File: src/rtl/instr_fetch_seq_if.sv
// instr_fetch_seq_if: instruction memory request/ack/rvalid bus
interface instr_fetch_seq_if;
  logic        imem_req;
  logic [31:0] imem_addr;
  logic        imem_ack;
  logic        imem_rvalid;
  logic [31:0] imem_rdata;
  modport master (output imem_req, imem_addr, input imem_ack, imem_rvalid, imem_rdata);
  modport slave (input imem_req, imem_addr, output imem_ack, imem_rvalid, imem_rdata);
endinterface

File: src/rtl/instr_fetch_seq.sv
// instr_fetch_seq: PC owner that fetches, holds and retires one instruction at a time
module instr_fetch_seq #(
  parameter logic [31:0] RESET_PC = 32'h0000_0000
) (
  input  logic               clk,
  input  logic               rst_n,
  instr_fetch_seq_if.master  imem,
  output logic [31:0]        ins,
  output logic               ins_valid,
  input  logic               exec_done,
  input  logic               jump,
  input  logic               branchEnable,
  input  logic               branch_taken,
  input  logic [31:0]        rs_data,
  output logic               link_we,
  output logic [31:0]        link_data,
  output logic [31:0]        pc
);
  typedef enum logic [1:0] {FETCH, WAIT, ISSUE} state_t;
  state_t      state_q, state_d;
  logic [31:0] pc_q, pc_d, ins_q, ins_d, pc4, br_tgt, next_pc;
  logic        ins_valid_q, ins_valid_d, is_jal, retire;
  assign pc4            = pc_q + 32'd4;
  assign br_tgt         = pc4 + {{14{ins_q[15]}}, ins_q[15:0], 2'b00};
  assign is_jal         = ins_q[31:26] == 6'b000011;
  assign retire         = state_q == ISSUE && exec_done;
  assign next_pc        = jump ? (is_jal ? {pc4[31:28], ins_q[25:0], 2'b00} : {rs_data[31:2], 2'b00})
                        : (branchEnable && branch_taken) ? br_tgt : pc4;
  assign imem.imem_req  = rst_n && state_q == FETCH;
  assign imem.imem_addr = pc_q;
  assign link_we        = rst_n && retire && jump && is_jal;
  assign link_data      = pc4;
  assign pc             = pc_q;
  assign ins            = ins_q;
  assign ins_valid      = ins_valid_q;
  // next-state: capture the word when it arrives, advance the PC when execute retires it
  always_comb begin
    state_d     = state_q;
    pc_d        = pc_q;
    ins_d       = ins_q;
    ins_valid_d = ins_valid_q;
    case (state_q)
      FETCH: if (imem.imem_ack) begin
        state_d     = imem.imem_rvalid ? ISSUE : WAIT;
        ins_d       = imem.imem_rvalid ? imem.imem_rdata : ins_q;
        ins_valid_d = imem.imem_rvalid;
      end
      WAIT: if (imem.imem_rvalid) begin
        state_d     = ISSUE;
        ins_d       = imem.imem_rdata;
        ins_valid_d = 1'b1;
      end
      ISSUE: if (exec_done) begin
        state_d     = FETCH;
        pc_d        = next_pc;
        ins_valid_d = 1'b0;
      end
      default: state_d = FETCH;
    endcase
  end
  // state registers with synchronous active-low reset
  always_ff @(posedge clk) begin
    if (!rst_n) begin
      state_q     <= FETCH;
      pc_q        <= RESET_PC;
      ins_q       <= '0;
      ins_valid_q <= 1'b0;
    end else begin
      state_q     <= state_d;
      pc_q        <= pc_d;
      ins_q       <= ins_d;
      ins_valid_q <= ins_valid_d;
    end
  end
endmodule

File: src/flat_wrapper.sv
// flat-port wrapper written by rule: the top's interface ports become plain ports
module instr_fetch_seq_flat 
#(
  parameter logic [31:0] RESET_PC = 32'h0000_0000
)
  (clk, rst_n, ins, ins_valid, exec_done, jump, branchEnable, branch_taken, rs_data, link_we, link_data, pc, imem_imem_req, imem_imem_addr, imem_imem_ack, imem_imem_rvalid, imem_imem_rdata);
  instr_fetch_seq_if imem_i ();
  input  logic clk;
  input  logic rst_n;
  output logic [31:0] ins;
  output logic ins_valid;
  input  logic exec_done;
  input  logic jump;
  input  logic branchEnable;
  input  logic branch_taken;
  input  logic [31:0] rs_data;
  output logic link_we;
  output logic [31:0] link_data;
  output logic [31:0] pc;
  output wire logic [$bits(imem_i.imem_req)-1:0] imem_imem_req;
  output wire logic [$bits(imem_i.imem_addr)-1:0] imem_imem_addr;
  input wire logic [$bits(imem_i.imem_ack)-1:0] imem_imem_ack;
  input wire logic [$bits(imem_i.imem_rvalid)-1:0] imem_imem_rvalid;
  input wire logic [$bits(imem_i.imem_rdata)-1:0] imem_imem_rdata;
  assign imem_imem_req = imem_i.imem_req;
  assign imem_imem_addr = imem_i.imem_addr;
  assign imem_i.imem_ack = imem_imem_ack;
  assign imem_i.imem_rvalid = imem_imem_rvalid;
  assign imem_i.imem_rdata = imem_imem_rdata;
  instr_fetch_seq #(.RESET_PC(RESET_PC)) u_core (.clk(clk), .rst_n(rst_n), .imem(imem_i), .ins(ins), .ins_valid(ins_valid), .exec_done(exec_done), .jump(jump), .branchEnable(branchEnable), .branch_taken(branch_taken), .rs_data(rs_data), .link_we(link_we), .link_data(link_data), .pc(pc));
endmodule
File: config.mk
export PLATFORM = sky130hd
export DESIGN_NAME = instr_fetch_seq_flat
export DESIGN_NICKNAME = d
export VERILOG_FILES = /design/src/rtl/instr_fetch_seq_if.sv /design/src/rtl/instr_fetch_seq.sv /design/src/flat_wrapper.sv
export SDC_FILE = /design/constraint.sdc
export NUM_CORES = 1
export LEC_CHECK = 0
export BUFFER_PORTS_ARGS = -buffer_cell sky130_fd_sc_hd__buf_2
export CORE_MARGIN = 3
export CORE_UTILIZATION = 25
export CTS_BUF_LIST = sky130_fd_sc_hd__clkbuf_16
export CTS_CLUSTER_SIZE = 16
export DETAILED_ROUTE_END_ITERATION = 12
export SLEW_MARGIN = 20
export SYNTH_ARGS = -nofsm -noshare
export SYNTH_HDL_FRONTEND = slang
export SYNTH_SLANG_ARGS = --single-unit
export TNS_END_PERCENT = 50
File: constraint.sdc
create_clock -name clk -period 7.2 [get_ports clk]
set_clock_uncertainty 0.2 [all_clocks]
set_input_delay 2.16 -clock clk [delete_from_list [all_inputs] [get_ports clk]]
set_output_delay 2.16 -clock clk [all_outputs]
set_load 0.02 [all_outputs]
-- Word-level counts from Yosys, hierarchy flattened
Cells that the tools add are included.
- bits of input ports: 72
- register bits after elaboration: 67
- output and inout port bits: 131
- logic and storage cells: 40
- reduce and logical (&&, ||, !) cells: 13
- mux-type cells: 15
- eq/ne operators: 6
- add/sub/neg operators: 2
- operator list (kind ; count):
    32-bit two-way mux ; 5
    32-bit one-hot mux with 2 select lines ; 1
    32-bit by 3-bit adder with 32-bit output (second input constant) ; 1
    32-bit adder ; 1
    2-bit two-way mux ; 4
    6-bit by 2-bit equality test with 1-bit output (second input constant) ; 1
    1-bit logical AND ; 6
    2-bit != test (second input constant) ; 3
    2-bit one-hot mux with 3 select lines ; 1
    2-bit AND reduction ; 2
    4-bit AND reduction ; 1
    1-bit two-way mux ; 3
    1-bit one-hot mux with 3 select lines ; 1
    3-bit AND reduction ; 1
    3-bit nonzero test ; 1
    2-bit by 1-bit equality test with 1-bit output (second input constant) ; 1
    2-bit equality test (second input constant) ; 1
    2-bit zero test ; 1
    2-bit nonzero test ; 1

-- Longest topological paths before layout
- word-level depth: 5
- mapped depth: 18
- gate-level depth less buffers: 17

-- Least setup slack after synthesis
OpenSTA, ideal clock, no wires.
- kind: in2out
- from: input port exec_done
- to: output port link_we
- stages: 3
- path buffers: 1
- data arrival time: 2.809 ns
- data required time: 4.840 ns
- slack: 2.031 ns
- cells stage by stage: and3_1 > clkbuf_1 > and3_1
- cells in the longest elaborated chain, start to end: 4
- RTL lines (element ; line ; text):
    start, declared ; flat_wrapper.sv:12 ; input logic exec_done;
    1-bit logical AND ; instr_fetch_seq.sv:26 ; assign retire = state_q == ISSUE && exec_done;
    1-bit logical AND (3 in series) ; instr_fetch_seq.sv:31 ; assign link_we = rst_n && retire && jump && is_jal;
    end, declared ; flat_wrapper.sv:17 ; output logic link_we;
Every way passes these cells.

-- Worst setup path in the final report
Ends and elaborated chain as after synthesis.

==> results.md <==
* Most common cell in the netlist: nand2_1
* Post-Syn Area at 5774 sq um
* Htree depth at 3
* Outcome: finished, final reports clean
* Number of global-route vias before repair at 5734
* Initial antenna violation count at 0
* DRC errors left at 0
* Fraction of synthesized cell area taken by the top area cell type at 0.2254
* Core Util, Final at 0.3145
* Final hold slack at 0.2664 ns
* Unique masters post-synth at 74
* Total CTS buffers at 9
* Setup-failing EPs final at 0
* Hold_buf cts at 0
* Worst Reg-to-Reg Cells at 16
* First-pass GRT wire length at 32950 um
* Sequential element share of the synthesized area at 0.2254
* Initial DRT Pass Iterations at 5
* Post-CTS sizing at 0
* Max-Cap Viols at 0
* Diodes inserted at 0
* Total GRT Usage at 0.1706
* Worst Setup Start Kind: input port
* Static Leakage at 3.453 nW
* P per Cell Area at 195.8 nW/um^2
* Vias per std cell at 5.026
* Crit path buf inv count at 2
* Yosys top cell by area: dfxtp_1
* Initial drt markers at 434
* DP Wirelength at 16680 um
* Rows at 54
* CTS tree: done
* Worst-Skew Late Latency at 0.34 ns
* Worst Path Max Fanout at 8
* WS Path Type: input port to primary output
* Antenna-violating nets left at 0
* RSZ-0062 raised after global routing: no
* Core area at 22230 sq um
* Final min period at 5.387 ns
* FF-to-FF setup slack at 1.97 ns
* Relative slew margins at 0.4114
* Buffers on Ports at 194
* Final hold vios at 0
* Clock Tree Root: clkbuf_16
* Final nets at 1056
* Commonest cells post-synth: 167 x nand2_1, 88 x a21oi_1, 65 x dfxtp_1
* CP endpoint kind: primary output
* Hold worst-path end: u_core.ins[19]$_SDFFE_PN0P_
* Fillers at 2426
* Routability cong. at 0.8967
* Ys flop type: dfxtp_1
* Hold WC Path Type: flip-flop to flip-flop
* Clk slew on worst S/H paths at 0.06 ns
* GRT overflow at 0
* Worst Slack Setup Final at 1.813 ns
* Detailed-route via count at 6172
* Clk sinks at 65
* Critical path arrival at 3.03 ns
* Slew @ Worst Pin at 0.8830 ns
* Ratio of cells with drive above 1 in the final layout at 0.2458
* Placed cell count at 1212
* Reg2Reg Launch Point: u_core.imem.imem_addr[2]$_SDFFE_PN0P_
* Worst path slowest cell: and3_1
* Post-CTS Repair Setup Buffers at 0
* Largest net degree at the start of global routing at 49
* Worst hold stages at 2
* CP delay by family, top: simple AND/OR/NAND/NOR gates
* Main area contributors after synthesis: dfxtp_1 23%, nand2_1 11%, ha_1 8.7%
* Final Non-Filler Cells at 1228
* Design Power at 1.369 mW
* Setup TNS at 0 ns
* Reg2reg end: u_core.imem.imem_addr[31]$_SDFFE_PN0P_
* Fmax at 185.6 MHz
* CP peak stage delay at 0.40 ns
* Area grow syn2layout at 21.06%
* CP required at 4.84 ns
* Die width at 158.0 um
* Vert. Die Dim at 158.0 um
* Maximum VDD drop at 0.1131 mV
* Final instance area at 6990 sq um
* Async SR Flop Fraction at 0
* Avg Inst Size Synth at 7.209 sq um
* Yosys reg bits at 65
* Yosys warning count at 0
* Hold Crit Start: u_core.ins[19]$_SDFFE_PN0P_
* Maximum root-to-sink buffer count at 2
* CP Cell Sequence: buf_2 -> and3_1 -> and3_1 -> buf_2
* Synthesized instance count at 801
* Drt wl/cell at 17.54 um
* IO Pins at 203
* Post-synth EDFFs at 0
* Drt total wl at 21530 um
* Initial Util at 0.2598
* Count of final max-slew check failures at 0
* Crit share post-route at 0.7482
* Die area at 24960 sq um
* Dpl ws at 1.827 ns
* Placement Cell Area at 6703 sq um
==> power breakdown <==
part           switching (mW)  internal, mW
registers              0.0525         0.396
logic                   0.314         0.168
clock network           0.174         0.264
total                   0.541         0.829
==> worst max-delay path by stage <==
stage          depth (start not counted)                                   from                                endpoint  slack, ns
2_1_floorplan                          3                              exec_done                                 link_we       2.03
3_3_place_gp                           4                              exec_done                                 link_we       1.82
3_5_place_dp                           4                              exec_done                                 link_we       1.83
4_1_cts                                4                              exec_done                                 link_we       1.83
5_1_grt                               16  u_core.imem.imem_addr[2]$_SDFFE_PN0P_  u_core.imem.imem_addr[31]$_SDFFE_PN0P_       1.70
6_report                               4                              exec_done                                 link_we       1.81
==> routing by layer <==
metal  up-vias  part of all wire  GRT usage
met1      2822              0.45     0.2259
met2       253              0.46     0.2817
met4         0             0.017    0.04588
met3        24             0.077    0.03663
met5         -                 0          0
li1       3073                 -          -
==> logic make-up after synthesis <==
family | count (synthesis) | synth area share
AO/OA/AOI/OAI | 234 | 0.2518
XOR/XNOR | 46 | 0.07302
adder cells (fa/ha/maj) | 41 | 0.09014
buffers and inverters | 101 | 0.09838
flip-flops | 65 | 0.2254
multiplexers | 10 | 0.01777
other | 1 | 0.0006494
AND/OR/NAND/NOR | 303 | 0.2429
==> worst register-to-register path, stage by stage (launching register included) <==
cell,delay (ns)
dfxtp_1,0.51
ha_1,0.25
nand3_1,0.16
nor3_1,0.53
nand2_1,0.21
o21a_1,0.21
or2_2,0.31
ha_1,0.39
a21oi_1,0.27
nand2_1,0.14
a2111oi_0,0.72
a211oi_1,0.27
o21ai_0,0.29
mux2i_1,0.12
nor2_1,0.16
mux2i_1,0.23
a31oi_1,0.10
==> cell usage in the layout (no fill, tap or decap), types with 9 or more instances in the layout <==
| cell | n |
|---|---|
| buf_2 | 194 |
| nand2_1 | 166 |
| a21oi_1 | 88 |
| dfxtp_1 | 65 |
| o21ai_0 | 42 |
| nor2_1 | 41 |
| ha_1 | 40 |
| xnor2_1 | 29 |
| inv_1 | 25 |
| nand3_1 | 24 |
| a21o_1 | 21 |
| a31oi_1 | 19 |
| xor2_1 | 16 |
| a211oi_1 | 11 |
| nor3_1 | 10 |
| clkbuf_16 | 9 |
==> final cells by class <==
cell class	instances	area, sq um	share of cell area
clock buffer	9	225.2	0.03222
multi-input combinational	640	3926	0.5617
sequential	65	1301	0.1861
inverter	25	93.84	0.01342
clock inverter	7	62.56	0.008949
timing repair buffer	202	1031	0.1475
tap	280	350.3	0.05012
==> registers in the layout, summed over array words and instances, names as in the netlist <==
signal                 cells
u_core.imem.imem_addr     30
u_core.state_q             2
u_core.ins_valid           1
u_core.ins                32
(Power assumes the default switching activity.)
